$ cat src/rtl/cipher_char_decrypt.sv
// cipher_char_decrypt: streaming mod-227 character decryption with public-key recovery; `DEC_CHAR_COUNT_EN adds dec_count
module cipher_char_decrypt #(
  parameter int P_PAR = 227,
  parameter int Q_PAR = 225
) (
  input  logic       clk,
  input  logic       rst_n,
  input  logic [1:0] mode,
  input  logic [7:0] Public_key,
  input  logic       pk_load,
  input  logic [7:0] cipher_char,
  input  logic       cipher_valid,
  output logic       cipher_ready,
  output logic [7:0] plain_char,
  output logic       plain_valid,
  input  logic       plain_ready,
  output logic       key_ready,
  output logic       err_invalid_pubkey,
  output logic       err_invalid_char
`ifdef DEC_CHAR_COUNT_EN
  ,output logic [15:0] dec_count
`endif
);
  typedef enum logic [2:0] {IDLE, KEYCHK, READY, DEC, OUT} state_e;
  localparam logic [8:0] P9 = 9'(P_PAR);
  localparam logic [8:0] ADD9 = 9'(P_PAR - Q_PAR);
  localparam logic [7:0] PMAX = 8'(P_PAR - 1);
  localparam logic [7:0] QK = 8'(Q_PAR);
  state_e state_q, state_d;
  logic [7:0] pk_q, pk_d, sk_q, sk_d, c_q, c_d, plain_q, plain_d;
  logic err_pk_q, err_pk_d, err_ch_q, err_ch_d;
  logic [8:0] sk_sum, c9, s9;
  logic mode_dec, pk_bad, c_bad;
  assign mode_dec = mode == 2'b01;
  assign sk_sum = {1'b0, pk_q} + ADD9;
  assign c9 = {1'b0, c_q};
  assign s9 = {1'b0, sk_q};
  assign pk_bad = pk_q > PMAX || pk_q == QK;
  assign c_bad = c_q > PMAX;
  assign cipher_ready = state_q == READY;
  assign plain_valid = state_q == OUT;
  assign key_ready = state_q == READY || state_q == DEC || state_q == OUT;
  assign plain_char = plain_q;
  assign err_invalid_pubkey = err_pk_q;
  assign err_invalid_char = err_ch_q;
  // state and datapath registers
  always_ff @(posedge clk) begin
    if (!rst_n) begin
      state_q  <= IDLE;
      pk_q     <= '0;
      sk_q     <= '0;
      c_q      <= '0;
      plain_q  <= '0;
      err_pk_q <= 1'b0;
      err_ch_q <= 1'b0;
    end else begin
      state_q  <= state_d;
      pk_q     <= pk_d;
      sk_q     <= sk_d;
      c_q      <= c_d;
      plain_q  <= plain_d;
      err_pk_q <= err_pk_d;
      err_ch_q <= err_ch_d;
    end
  end
  // next state: leaving decrypt mode flushes to IDLE, otherwise key check and byte pipeline
  always_comb begin
    state_d  = state_q;
    pk_d     = pk_q;
    sk_d     = sk_q;
    c_d      = c_q;
    plain_d  = plain_q;
    err_pk_d = err_pk_q;
    err_ch_d = 1'b0;
    if (!mode_dec) state_d = IDLE;
    else case (state_q)
      IDLE: if (pk_load) begin
        pk_d    = Public_key;
        state_d = KEYCHK;
      end
      KEYCHK: begin
        err_pk_d = pk_bad;
        sk_d     = pk_bad ? sk_q : 8'(sk_sum >= P9 ? sk_sum - P9 : sk_sum);
        state_d  = pk_bad ? IDLE : READY;
      end
      READY: if (pk_load) begin
        pk_d    = Public_key;
        state_d = KEYCHK;
      end else if (cipher_valid) begin
        c_d     = cipher_char;
        state_d = DEC;
      end
      DEC: begin
        err_ch_d = c_bad;
        plain_d  = c_bad ? plain_q : 8'(c9 >= s9 ? c9 - s9 : c9 + P9 - s9);
        state_d  = c_bad ? READY : OUT;
      end
      OUT: state_d = plain_ready ? READY : OUT;
      default: state_d = IDLE;
    endcase
  end
`ifdef DEC_CHAR_COUNT_EN
  logic [15:0] cnt_q;
  logic pk_acc;
  assign pk_acc = mode_dec && pk_load && (state_q == IDLE || state_q == READY);
  assign dec_count = cnt_q;
  // count delivered bytes, restarting with each accepted key
  always_ff @(posedge clk) begin
    if (!rst_n || pk_acc) cnt_q <= '0;
    else if (plain_valid && plain_ready) cnt_q <= cnt_q + 16'd1;
  end
`endif
endmodule

$ cat config.mk
export PLATFORM = sky130hd
export DESIGN_NAME = cipher_char_decrypt
export DESIGN_NICKNAME = d
export VERILOG_FILES = /design/src/rtl/cipher_char_decrypt.sv
export SDC_FILE = /design/constraint.sdc
export NUM_CORES = 1
export LEC_CHECK = 0
export ABC_AREA = 1
export CAP_MARGIN = 10
export CORE_UTILIZATION = 46
export CTS_CLUSTER_DIAMETER = 150
export DETAILED_ROUTE_END_ITERATION = 8
export PLACE_DENSITY = 0.69
export SYNTH_ARGS = -nofsm -noshare
export SYNTH_HDL_FRONTEND = slang
export SYNTH_SLANG_ARGS = --single-unit
$ cat constraint.sdc
create_clock -name clk -period 2.35 [get_ports clk]
set_input_delay 0.235 -clock clk [delete_from_list [all_inputs] [get_ports clk]]
set_output_delay 0.235 -clock clk [all_outputs]
set_load 0.01 [all_outputs]
==> results of run 1 <==
-- routing by layer --
metal | track usage | wire, um | vias to the layer above
met5 | 0 | 0 | -
met4 | 0.0600 | 60 | 0
met3 | 0.0356 | 204 | 7
met2 | 0.363 | 2630 | 43
met1 | 0.283 | 3020 | 1124
li1 | - | - | 1332
-- cell families (layout without fill, tap and decap cells) --
logic type                 after synthesis  count (layout)  synth area share
AOI/OAI and AO/OA                       66              66             0.134
adders and majority gates               27              27             0.138
and+or+nand+nor                        166             166             0.295
buffers and inverters                   80             120             0.114
xor gates and xnor gates                14              14            0.0478
DFF                                     37              37             0.272
-- worst paths after layout --
path,startpoint,to,slack (ns),cells after the start
min,plain_char[6],plain_char[6],0.47,2
min reg2reg,plain_char[6],plain_char[6],0.47,2
max reg2reg,c_q[0],plain_char[3],0.26,12
max,c_q[0],plain_char[3],0.26,12
-- cell usage after synthesis (all sizes together), types with 2 or more instances --
master	number	area share
buf	5	0.011
nand3b	2	0.0055
inv	73	0.10
ha	22	0.10
o211ai	4	0.011
nand4	6	0.016
dfxtp	37	0.27
o21a	3	0.0083
xor2	9	0.032
fa	5	0.037
nor3	5	0.015
nor2	32	0.051
o21bai	2	0.0069
a21oi	29	0.053
o21ai	25	0.046
clkbuf	2	0.0028
xnor2	5	0.016
nand2	79	0.12
nand3	41	0.085
-- registers in the layout, indices dropped and copies added (netlist names) --
register / cells
err_invalid_char: 1
plain_char: 8
err_invalid_pubkey: 1
c_q: 8
pk_q: 8
sk_q: 8
state_q: 3
-- power by group through the flow --
stage	clock network (mW)	logic, mW	registers (mW)
after floorplan	0	0.125	0.659
after global placement	0	0.183	0.662
after detailed placement	0	0.186	0.662
after CTS	0.565	0.187	0.648
after global routing	0.601	0.213	0.650
final	0.554	0.187	0.648
-- final cells by class --
class | instances | area [sq um] | share of cell area
clock buffers | 6 | 72.6 | 0.0221
clock inverters | 2 | 38.8 | 0.0118
inverters | 73 | 274 | 0.0836
multi-input cells | 273 | 1680 | 0.513
flip-flops and latches | 37 | 741 | 0.226
well taps | 72 | 90.1 | 0.0275
repair buffers | 39 | 380 | 0.116
-- through the flow --
stage | std cells | setup WS (ns) | power [mW] | instance area (sq um) | utilization
after CTS | 502 | 0.243 | 1.40 | 3270 | 0.583
after global routing | 502 | 0.0210 | 1.46 | 3280 | 0.585
after floorplan | 390 | 0.414 | 0.784 | 2730 | -
after detailed placement | 494 | 0.255 | 0.848 | 3160 | 0.563
after global placement | 494 | 0.320 | 0.845 | 3160 | 0.563
final | 502 | 0.259 | 1.39 | 3280 | 0.585
-- what timing repair did --
action,CTS,global route
setup endpoints to repair,0,1
setup buffers,0,0
hold buffers,0,0
resized for setup,0,1
-- worst max-delay path: cells and delay by family (launching register included) --
family / cells / cell delay [ns]
buf+inv: 3 / 0.22
flops: 1 / 0.35
simple gates: 5 / 0.60
fa+ha+maj: 2 / 0.61
compound gates: 2 / 0.20
==> impl_metrics.env, run 1 <==
export IMPL_dr_pass1_iters=5
export IMPL_antenna_found_initial=0
export IMPL_cts_buffers_inserted=5
export IMPL_clock_skew_final_ns=0.00695
export IMPL_final_min_clock_period_ns=2.09
export IMPL_power_static_leakage_nw=1.58
export IMPL_die_width_um=79.0
export IMPL_route_final_wire_length_mm=5.92
export IMPL_timing_setup_critical_path_class="flop to flop"
export IMPL_ant_diodes=0
export IMPL_first_global_vias=2413
export IMPL_crit_slowest_cell="fa_1"
export IMPL_syn_nets=440
export IMPL_floorplan_core_area_sq_mm=0.00561
export IMPL_buffer_ports_inserted=35
export IMPL_clock_insertion_delay_worst_skew_ns=0.29
export IMPL_critPathArrivalTime_ns=2.28
export IMPL_num_vias=2506
export IMPL_grt_first_pass_wirelength_mm=10.7
export IMPL_synth_cell_area_sq_mm=0.00273
export IMPL_power_combinational_fraction=0.135
export IMPL_max_slew_margin_rel=0.662
export IMPL_ir_drop_mv=0.266
export IMPL_cts_htree_levels=2
export IMPL_clock_tree_buffer_depth=2
export IMPL_synth_ff_type="dfxtp_1"
export IMPL_synth_seq_area_share=0.272
export IMPL_place_hpwl_mm=4.78
export IMPL_run_status="finished clean"
export IMPL_timing_final_setup_violations=0
export IMPL_summed_negative_setup_slack_over_all_endpoints_ns=0
export IMPL_cts_root_buf="clkbuf_8"
export IMPL_hold_crit_class="flop to flop"
export IMPL_design_final_nets=479
export IMPL_synthesis_area_per_instance_sq_um=6.99
export IMPL_final_cell_mix="nand2_1, inv_1, nand3_1, dfxtp_1, clkdlybuf4s50_1"
export IMPL_synth_cells=390
export IMPL_setup_worst_path_start_class="flop"
export IMPL_final_layout_size_suffix_gt1_frac=0.0907
export IMPL_route_antenna_remaining_nets=0
export IMPL_power_clock_fraction=0.399
export IMPL_critical_path_top_cell_by_count="nand2_1"
export IMPL_routedWlPerCell_um=11.8
export IMPL_rsz_0062_raised_after_global_routing="no"
export IMPL_floorplan_rows=27
export IMPL_io_count=36
export IMPL_ys_warn_count=0
export IMPL_worst_setup_hold_path_clk_slew_ns=0.08
export IMPL_grt_util_overall=0.216
export IMPL_postSynthRegisterBits=37
export IMPL_timing_hold_ws_ns=0.466
export IMPL_drt_first_iter_violations=119
export IMPL_internal_power_mw=1.04
export IMPL_route_detailed_vias_per_inst=4.99
export IMPL_critical_path_peak_fanout=9
export IMPL_end_kind="flop"
export IMPL_required_ns=2.54
export IMPL_switching_power_uw=347
export IMPL_grt_start_max_net_pins=20
export IMPL_synthDistinctLibCells=37
export IMPL_power_sequential_fraction=0.466
export IMPL_power_share_switching=0.250
export IMPL_routabilityCongestion=0.892
export IMPL_p_per_area_mw_per_mm2=424
export IMPL_maxClockFrequency_mhz=478
export IMPL_timing_max_transition_violations_final=0
export IMPL_worstMarginPinSlew_ns=0.506
export IMPL_synth_enable_flop_cells=0
export IMPL_drc=0
export IMPL_hold_violations=0
export IMPL_tritoncts_clock_tree="yes"
export IMPL_timing_final_crit_share=0.890
export IMPL_die_area_sq_mm=0.00624
export IMPL_clkSinkCount=37
export IMPL_areaGrowthSynthToFinish_pct=20.3
export IMPL_most_common_library_cell_in_the_layout_ignoring_fill_and_taps="nand2_1"
export IMPL_critical_path_cell_chain="inv_1, ha_1, fa_1, nand3b_1, nand2_1, nand2_1, nand3_4, inv_2, nand2_1, o21ai_1, o21ai_0, inv_1"
export IMPL_fraction_of_registers_with_async_set_reset=0
export IMPL_timing_critical_path_slowest_cell_delay_ns=0.40
export IMPL_die_h_um=79.0
export IMPL_filler_cell_count=571
export IMPL_globalRoute_totalOverflow=0
export IMPL_max_cap_violations=0
export IMPL_initial_core_util=0.486
(Power assumes the default switching activity.)
==> run 2: changes to the inputs <==
--- a/config.mk
+++ b/config.mk
@@ -8,6 +8,7 @@
 export ABC_AREA = 1
 export CAP_MARGIN = 10
 export CORE_UTILIZATION = 46
+export CTS_BUF_LIST = sky130_fd_sc_hd__clkbuf_16
 export CTS_CLUSTER_DIAMETER = 150
 export DETAILED_ROUTE_END_ITERATION = 8
 export PLACE_DENSITY = 0.69
==> run 2 against run 1 <==
  * Largest power group is now clock
  * Flip-flop and latch count is the same
  * Maximum frequency shrank 1.6%
  * Sequential power is essentially flat
  * Largest cell class unchanged
  * First-iteration DRC count grew 10%
  * Total power grew 14%
  * Non-clock buffer count is the same
==> impl_metrics.env, run 2 (synthesis gave the netlist of run 1 again) <==
export IMPL_run_status="finished clean"
export IMPL_end_kind="flop"
export IMPL_hold_violations=0
export IMPL_most_common_library_cell_in_the_layout_ignoring_fill_and_taps="nand2_1"
export IMPL_timing_hold_ws_ns=0.464
export IMPL_final_layout_size_suffix_gt1_frac=0.0907
export IMPL_initial_core_util=0.486
export IMPL_maxClockFrequency_mhz=470
export IMPL_setup_worst_path_start_class="flop"
export IMPL_timing_max_transition_violations_final=0
export IMPL_rsz_0062_raised_after_global_routing="no"
export IMPL_route_final_wire_length_mm=6.09
export IMPL_cts_root_buf="clkbuf_16"
export IMPL_routabilityCongestion=0.892
export IMPL_die_area_sq_mm=0.00624
export IMPL_worst_setup_hold_path_clk_slew_ns=0.06
export IMPL_antenna_found_initial=0
export IMPL_num_vias=2514
export IMPL_crit_slowest_cell="fa_1"
export IMPL_postCtsResizedCells=0
export IMPL_globalRoute_totalOverflow=0
export IMPL_route_antenna_remaining_nets=0
export IMPL_ir_drop_mv=0.358
export IMPL_timing_final_crit_share=0.904
export IMPL_max_cap_violations=0
export IMPL_final_cell_mix="nand2_1, inv_1, nand3_1, dfxtp_1, clkdlybuf4s50_1"
export IMPL_final_min_clock_period_ns=2.13
export IMPL_drt_first_iter_violations=131
export IMPL_required_ns=2.52
export IMPL_critical_path_buf_inv_count=3
export IMPL_clkSinkCount=37
export IMPL_place_hpwl_mm=4.78
export IMPL_areaGrowthSynthToFinish_pct=22.1
export IMPL_tritoncts_clock_tree="yes"
export IMPL_p_per_area_mw_per_mm2=478
export IMPL_post_cts_buffers=0
export IMPL_buffer_ports_inserted=35
export IMPL_timing_critical_path_slowest_cell_delay_ns=0.40
export IMPL_floorplan_rows=27
export IMPL_grt_util_overall=0.221
export IMPL_power_static_leakage_nw=1.61
export IMPL_first_global_vias=2449
export IMPL_io_count=36
export IMPL_clock_skew_final_ns=0.00680
export IMPL_clock_insertion_delay_worst_skew_ns=0.28
export IMPL_clock_tree_buffer_depth=2
export IMPL_critPathArrivalTime_ns=2.29
export IMPL_cts_hold_buf=0
export IMPL_max_slew_margin_rel=0.639
export IMPL_worstMarginPinSlew_ns=0.539
export IMPL_die_h_um=79.0
export IMPL_critical_path_peak_fanout=9
export IMPL_grt_start_max_net_pins=20
export IMPL_hold_crit_class="flop to flop"
export IMPL_cts_htree_levels=2
export IMPL_timing_setup_critical_path_class="flop to flop"
export IMPL_timing_final_setup_violations=0
export IMPL_grt_first_pass_wirelength_mm=11.0
export IMPL_critical_path_top_cell_by_count="nand2_1"
export IMPL_design_final_nets=479
export IMPL_floorplan_core_area_sq_mm=0.00561
export IMPL_routedWlPerCell_um=12.1
export IMPL_ant_diodes=0
export IMPL_summed_negative_setup_slack_over_all_endpoints_ns=0
export IMPL_critPathTopFamily="simple AND/OR/NAND/NOR gates"
export IMPL_dr_pass1_iters=5
export IMPL_die_width_um=79.0
export IMPL_critical_path_cell_chain="inv_1, ha_1, fa_1, nand3b_1, nand2_1, nand2_1, nand3_2, inv_2, nand2_1, o21ai_1, o21ai_0, inv_1"
export IMPL_cts_buffers_inserted=5
export IMPL_drc=0
export IMPL_route_detailed_vias_per_inst=5.01
run 2: changes by cell type in the layout (fill, tap and decap cells not counted):
cell,previous run,this run
clkbuf_16,0,5
clkbuf_1,1,0
clkbuf_8,5,0
nand3_2,2,3
nand3_4,2,1
inv_1,65,66
run 2: final timing paths:
check | slack (ns) | cells after the start | end | startpoint
worst min register to register | 0.46 | 2 | plain_char[6] | plain_char[6]
worst max register to register | 0.22 | 12 | plain_char[3] | c_q[0]
worst min-delay path | 0.46 | 2 | plain_char[6] | plain_char[6]
worst max-delay path | 0.22 | 12 | plain_char[3] | c_q[0]
run 2: area by class of cell:
class	count	area (sq um)
clock buffer	5	125
fill	554	2280
sequential	37	741
clock inverter	3	42.5
tap	72	90.1
multi-input combinational	273	1670
timing repair buffer	39	380
inverter	73	274
run 2: worst register-to-register path, delay by kind of cell (launching register included):
| kind | cells | cell delay (ns) |
|---|---|---|
| compound gates | 2 | 0.20 |
| fa+ha+maj | 2 | 0.61 |
| buf+inv | 3 | 0.24 |
| flops | 1 | 0.35 |
| simple gates | 5 | 0.63 |
run 2: routing by layer:
metal / GRT usage / vias up / share of wire / wire length, um
met2: 0.381 / 43 / 0.46 / 2830
li1: - / 1327 / - / -
met4: 0.0400 / 0 / 0.0034 / 21
met1: 0.289 / 1142 / 0.50 / 3060
met3: 0.0391 / 2 / 0.030 / 183
met5: 0 / - / 0 / 0
run 2: power breakdown:
part	total (mW)	internal [mW]	switching (mW)	leakage (nW)
Sequential	0.649	0.637	0.0115	0.299
Clock	0.753	0.498	0.255	0.0852
Combinational	0.187	0.0869	0.100	1.22
Total	1.59	1.22	0.366	1.61
run 2: metrics by stage:
stage                      util  cell area [sq um]  total power [mW]  instances  worst slack (ns)
after detailed placement  0.563               3160             0.848        494             0.255
after global routing      0.593               3330              1.67        502            0.0115
final                     0.593               3330              1.59        502             0.225
after CTS                 0.593               3330              1.60        502             0.234
after global placement    0.563               3160             0.845        494             0.320
after floorplan               -               2730             0.784        390             0.414
==> run 3: changes to the inputs <==
--- a/config.mk
+++ b/config.mk
@@ -7,11 +7,14 @@
 export LEC_CHECK = 0
 export ABC_AREA = 1
 export CAP_MARGIN = 10
-export CORE_UTILIZATION = 46
+export CELL_PAD_IN_SITES_DETAIL_PLACEMENT = 1
+export CELL_PAD_IN_SITES_GLOBAL_PLACEMENT = 1
+export CORE_UTILIZATION = 40
 export CTS_BUF_LIST = sky130_fd_sc_hd__clkbuf_16
 export CTS_CLUSTER_DIAMETER = 150
 export DETAILED_ROUTE_END_ITERATION = 8
-export PLACE_DENSITY = 0.69
+export PLACE_DENSITY_LB_ADDON = 0.1
+export SLEW_MARGIN = 20
 export SYNTH_ARGS = -nofsm -noshare
 export SYNTH_HDL_FRONTEND = slang
 export SYNTH_SLANG_ARGS = --single-unit
==> run 3 against run 2 <==
  * The flow now finishes with violations (design-rule violations)
  * Worst setup slack worse by 0.0070 ns
  * Critical path depth down 2
  * Maximum frequency down 0.33%
  * Clock-buffer cell count unchanged
  * Cell area up 0.75%
  * Worst hold slack better by 0.0055 ns
  * Sequential power about the same
  * Total power up 2.5%
  * Register-to-register slack about the same
  * Largest power group unchanged
==> impl_metrics.env, run 3 (synthesis gave the netlist of run 1 again) <==
export IMPL_clock_insertion_delay_worst_skew_ns=0.29
export IMPL_antenna_found_initial=0
export IMPL_dr_pass1_iters=6
export IMPL_route_antenna_remaining_nets=0
export IMPL_postCtsResizedCells=0
export IMPL_hold_start="plain_char[7]"
export IMPL_timing_final_setup_violations=0
export IMPL_routabilityCongestion=0.828
export IMPL_clock_tree_buffer_depth=2
export IMPL_floorplan_rows=29
export IMPL_globalRoute_totalOverflow=0
export IMPL_die_h_um=84.5
export IMPL_route_detailed_vias_per_inst=5.15
export IMPL_p_per_area_mw_per_mm2=486
export IMPL_first_global_vias=2813
export IMPL_num_vias=2616
export IMPL_filler_cell_count=842
export IMPL_final_layout_size_suffix_gt1_frac=0.0951
export IMPL_critical_path_cell_count=10
export IMPL_critical_path_cell_chain="inv_1, ha_1, ha_1, fa_1, nand3_1, nand2_1, xor2_1, o21ai_1, a21oi_1, nor2_1"
export IMPL_maxClockFrequency_mhz=469
export IMPL_timing_critical_path_slowest_cell_delay_ns=0.43
export IMPL_drt_first_iter_violations=46
export IMPL_die_area_sq_mm=0.00715
export IMPL_drc=2
export IMPL_power_static_leakage_nw=1.60
export IMPL_dpl_worst_slack_ns=0.241
export IMPL_most_common_library_cell_in_the_layout_ignoring_fill_and_taps="nand2_1"
export IMPL_areaGrowthSynthToFinish_pct=23.0
export IMPL_timing_final_crit_share=0.907
export IMPL_final_cell_mix="nand2_1, inv_1, nand3_1, dfxtp_1, clkdlybuf4s50_1"
export IMPL_max_cap_violations=0
export IMPL_clock_skew_final_ns=0.00681
export IMPL_critical_path_buf_inv_count=1
export IMPL_clkSinkCount=37
export IMPL_required_ns=2.52
export IMPL_tritoncts_clock_tree="yes"
export IMPL_cts_buffers_inserted=5
export IMPL_hold_violations=0
export IMPL_die_width_um=84.5
export IMPL_initial_core_util=0.422
export IMPL_holdPathStages=2
export IMPL_final_cell_area_sq_mm=0.00335
export IMPL_layout_setup_ws_ns=0.218
export IMPL_failing_checks="design-rule violations"
export IMPL_grt_util_overall=0.226
export IMPL_launching_point_of_the_worst_reg2reg_path="sk_q[1]"
export IMPL_hold_crit_class="flop to flop"
export IMPL_design_final_nets=480
export IMPL_routedWlPerCell_um=14.4
export IMPL_cts_htree_levels=2
export IMPL_r2r_cells=10
export IMPL_rsz_0062_raised_after_global_routing="no"
export IMPL_critPathArrivalTime_ns=2.31
export IMPL_critPathTopFamily="adder cells"
export IMPL_cts_root_buf="clkbuf_16"
export IMPL_worstMarginPinSlew_ns=0.468
export IMPL_crit_slowest_cell="fa_1"
export IMPL_run_status="finished with violations"
export IMPL_floorplan_core_area_sq_mm=0.00646
export IMPL_grt_first_pass_wirelength_mm=12.8
export IMPL_cts_hold_buf=0
export IMPL_worst_setup_hold_path_clk_slew_ns=0.06
export IMPL_route_final_wire_length_mm=7.34
export IMPL_end_kind="flop"
export IMPL_timing_setup_critical_path_class="flop to flop"
export IMPL_critical_path_top_cell_by_count="ha_1"
export IMPL_timing_max_transition_violations_final=0
export IMPL_ant_diodes=0
export IMPL_setup_worst_path_start_class="flop"
export IMPL_critical_path_peak_fanout=3
export IMPL_summed_negative_setup_slack_over_all_endpoints_ns=0
export IMPL_ir_drop_mv=0.283
export IMPL_io_count=36
export IMPL_final_min_clock_period_ns=2.13
export IMPL_place_hpwl_mm=5.95
export IMPL_post_cts_buffers=0
export IMPL_grt_start_max_net_pins=23
export IMPL_timing_critical_path_from="sk_q[1]"
export IMPL_buffer_ports_inserted=35
export IMPL_max_slew_margin_rel=0.687
export IMPL_postPlaceCellArea_sq_mm=0.00317
run 3: worst min-delay path, delay by kind of cell, from the launching register on:
kind,cells,cell delay (ns)
compound gates,1,0.05
flops,1,0.31
simple gates,1,0.06
run 3: cell type report:
cell class	count	area, sq um	area share
Clock buffer	5	125	0.0373
Clock inverter	3	46.3	0.0138
Inverter	73	274	0.0817
Multi-Input combinational cell	273	1680	0.502
Sequential cell	37	741	0.221
Tap cell	77	96.3	0.0287
Timing Repair Buffer	40	388	0.116
run 3: per-layer routing:
layer	routed length, um	global-route usage	vias to the layer above
met3	177	0.0374	9
met2	3850	0.426	35
li1	-	-	1328
met1	3190	0.258	1244
met5	0	0	-
met4	119	0.0755	0
run 3: final timing paths:
path | to | slack (ns)
setup / recovery | plain_char[5] | 0.22
hold / removal | plain_char[7] | 0.47
setup reg to reg | plain_char[5] | 0.22
hold reg to reg | plain_char[7] | 0.47
run 3: power breakdown:
group / switching (mW) / total [mW] / leakage, nW / internal (mW)
Clock: 0.284 / 0.786 / 0.0800 / 0.502
Combinational: 0.107 / 0.193 / 1.23 / 0.0862
Sequential: 0.0122 / 0.649 / 0.299 / 0.637
Total: 0.403 / 1.63 / 1.60 / 1.23
run 3: per-stage QoR:
step,power [mW],utilization,hold WS [ns],cells
after floorplan,0.784,-,0.370,390
after global placement,0.849,0.491,0.453,500
after detailed placement,0.856,0.491,0.465,500
after CTS,1.65,0.518,0.474,508
after global routing,1.70,0.519,0.498,508
final,1.63,0.519,0.469,508
==> RTL edit 1, RTL diff (config.mk and constraints of run 1) <==
Register the inputs `mode` and `Public_key` before use, without a reset. The logic sees them one clock later. The other inputs are not delayed to match.
--- a/src/rtl/cipher_char_decrypt.sv
+++ b/src/rtl/cipher_char_decrypt.sv
@@ -28,2 +28,11 @@
   localparam logic [7:0] QK = 8'(Q_PAR);
+
+  logic [1:0] mode_q;
+  logic [7:0] Public_key_q;
+
+  always_ff @(posedge clk) begin
+    mode_q       <= mode;
+    Public_key_q <= Public_key;
+  end
+
   state_e state_q, state_d;
@@ -33,3 +42,3 @@
   logic mode_dec, pk_bad, c_bad;
-  assign mode_dec = mode == 2'b01;
+  assign mode_dec = mode_q == 2'b01;
   assign sk_sum = {1'b0, pk_q} + ADD9;
@@ -77,3 +86,3 @@
       IDLE: if (pk_load) begin
-        pk_d    = Public_key;
+        pk_d    = Public_key_q;
         state_d = KEYCHK;
@@ -86,3 +95,3 @@
       READY: if (pk_load) begin
-        pk_d    = Public_key;
+        pk_d    = Public_key_q;
         state_d = KEYCHK;
Check against the original RTL: not equivalent (a bounded check fails within 4 cycles, from zero or initial values and one cycle with rst_n low).
==> RTL edit 1 against run 1 <==
  * Final area rose by 8.3%
  * Setup slack worse by 0.017 ns
  * Synthesized cell count increased by 6.2%
  * Routed wire length increased by 13%
  * Total power up 24%
  * Area after synthesis rose by 10%
  * Sequential cell count grew 10
  * Via count rose by 7.3%
==> RTL edit 1: results (changes against run 1) <==
run status finished, final reports clean; sequential cell count 47 (+27%); final setup skew 0.008316 ns (+0.001365 ns); Final WS setup 0.2423 ns (-0.01658 ns); Layout Nets 501 (+4.6%); first-pass GRT wire length 11500 µm (+7.9%); NetSw 0.0003999 W (+15%); sequential share of cell area 26.50% (+3.9 points); Clock buf/inv share 3.735% (+0.34 points); Non-CTS buffers 37 (-5.1%); vias in the first global route 2595 (+7.5%); Hold/Removal Path Class in2reg; met2 wire len 3212 µm (+22%); Inst Count DP 521 (+5.5%); slowest stage cell, crit path fa_1; Final Util 56.24% (-2.2 points); drt initial violations 103 (-13%); slowest stage delay, CP 0.43 ns (+0.03 ns); Netlist cell types 41 (+11%); hold path cells 1 (-1); Reg clk slew, reported paths 0.09 ns; hold endpoint mode_q[1]; Routed met1 length 3182 µm (+5.3%); Top Metal Used met4; synth cell count leaders nand2_1, inv_1, dfxtp_1; largest net degree at the start of global routing 18 (-10%); Syn Nets 464 (+5.5%); Final Wtd Congestion 0.8576 (-3.9%); Pre-antenna DRT Iters 4 (-1); Worst Hold Slack 0.3722 ns (-0.09426 ns); worst reg-to-reg path cell count 11 (-1); Worst VDD drop 0.0002641 V (-0.54%); met1 Usage GRT 27.86% (-0.46 points); synthesized area per cell 7.241 µm² (+3.6%); fraction of area in multi-input gates 48.48% (-2.8 points); post-place instance area 3418 µm² (+8.2%); fraction of layout cells with a size suffix above 1 8.850% (-0.22 points); final instance area 3551 µm² (+8.3%); Fillers 613 (+7.4%); Leakage 1.670 nW (+5.9%); top cells by area, synth dfxtp_1, nand2_1, ha_1; worst slack, placed 0.2497 ns (-0.005619 ns); post-route insts no fill 529 (+5.4%); register area share after synthesis 31.39% (+4.2 points); #MultiIn Comb 283 (+3.7%); global-route met2 utilization 38.36% (+2.1 points); gr usage total 22.23% (+0.65 points); Worst Tran Pin Value 0.4138 ns (-0.09186 ns); Arr. time, crit path 2.31 ns (+0.03 ns); Signal buf overhead 10.29% (-1.3 points); min-delay src mode[1]; yosys warns 0 (unchanged)
RTL edit 1: cell types whose count changed after synthesis, moves of 2 or more:
cell	change
nor2_2	+2
xor2_1	-2
inv_1	+6
nor3_2	-2
nand3_2	+3
inv_2	-4
o21ai_1	+3
nand2_2	+2
nand2_1	+3
dfxtp_1	+10
RTL edit 1: power by group through the flow:
stage | logic [W] | clock network (W) | registers (W)
floorplan | 0.000128 | 0 | 0.000843
global placement | 0.000188 | 0 | 0.000847
detailed placement | 0.000191 | 0 | 0.000848
CTS | 0.000193 | 0.000716 | 0.000829
global route | 0.000217 | 0.000745 | 0.000832
finish | 0.000192 | 0.000704 | 0.000830
RTL edit 1: cells by family after synthesis:
logic type,share of synthesized area (%)
AND/OR/NAND/NOR,29.34
buffers and inverters,11.18
AO/OA/AOI/OAI,12.65
flip-flops,31.39
adder cells (fa/ha/maj),12.52
XOR/XNOR,2.921
==> RTL edit 2, RTL diff (settings of run 1) <==
Made on the original files. Add a define of `DEC_CHAR_COUNT_EN`.
--- a/src/rtl/cipher_char_decrypt.sv
+++ b/src/rtl/cipher_char_decrypt.sv
@@ -1,2 +1,4 @@
 // cipher_char_decrypt: streaming mod-227 character decryption with public-key recovery; `DEC_CHAR_COUNT_EN adds dec_count
+`define DEC_CHAR_COUNT_EN
+
 module cipher_char_decrypt #(
Check against the original RTL (old outputs only; new: dec_count): equivalent (Yosys induction, for registers that start in step).
==> RTL edit 2 against run 1 <==
  * Final area is 27% higher
  * Setup slack better by 0.0098 ns
  * Via count is 25% higher
  * Sequential cell count is 16 higher
  * Clock skew is 0.0057 ns higher
  * Total power is 19% higher
  * Critical path type unchanged
  * Critical path depth is 2 lower
  * Area after synthesis is 25% higher
  * Synthesized cell count is 26% higher
  * Non-clock buffer count is 16 higher
  * Routed wire length is 27% higher
  * Sequential share of layout area is 2.9 points higher
==> RTL edit 2: results (changes against run 1) <==
met3 WL 223 µm (+9.3%); Inst Count DP 638 (+29%); met2 wire len 3523 µm (+34%); worst reg-to-reg path cell count 10 (-2); r2r startpoint sk_q[1]; drt total wl 7495 µm (+27%); Port Buffers 51 (+46%); run status finished, final reports clean; cells after synthesis 491 (+26%); hold endpoint sk_q[7]; Critical Path Sink plain_char[5]; gr usage total 20.61% (-0.96 points); global-route met2 utilization 36.01% (-0.28 points); fraction of layout cells with a size suffix above 1 7.678% (-1.4 points); vias in the first global route 2893 (+20%); switch share 24.18% (-0.81 points); post-place instance area 4048 µm² (+28%); Crit Path Max Fanout 3 (-6); Final Wtd Congestion 0.8604 (-3.6%); top cells by area, synth dfxtp_1, nand2_1, inv_1; final setup skew 0.01270 ns (+0.005747 ns); synth cell count leaders nand2_1, inv_1, dfxtp_1; met1 Usage GRT 26.70% (-1.6 points); worst slack, placed 0.2508 ns (-0.004485 ns); post-route insts no fill 646 (+29%); Layout Nets 597 (+25%); Routed met1 length 3673 µm (+22%); Pre-antenna DRT Iters 4 (-1)
-- RTL edit 2: power groups by stage --
stage | registers [W] | clock network [W] | logic, W
after global routing | 0.000919 | 0.000601 | 0.000210
final | 0.000917 | 0.000557 | 0.000185
after detailed placement | 0.000938 | 0 | 0.000184
after floorplan | 0.000936 | 0 | 0.000120
after global placement | 0.000938 | 0 | 0.000182
after CTS | 0.000917 | 0.000572 | 0.000185
-- RTL edit 2: logic make-up after synthesis --
logic type      after synthesis  synth area share [%]
simple gates                217                 29.20
flops                        53                 31.07
buf+inv                      94                 10.48
compound gates               79                 12.53
fa+ha+maj                    28                 11.36
xor+xnor                     20                 5.350
-- RTL edit 2: layout make-up --
cell class / instances / area [µm²]
repair buffers: 55 / 540.5
clock buffers: 7 / 96.34
multi-input cells: 344 / 2001
clock inverters: 1 / 5.005
flip-flops and latches: 53 / 1061
fillers: 746 / 3060
inverters: 87 / 326.6
well taps: 99 / 123.9
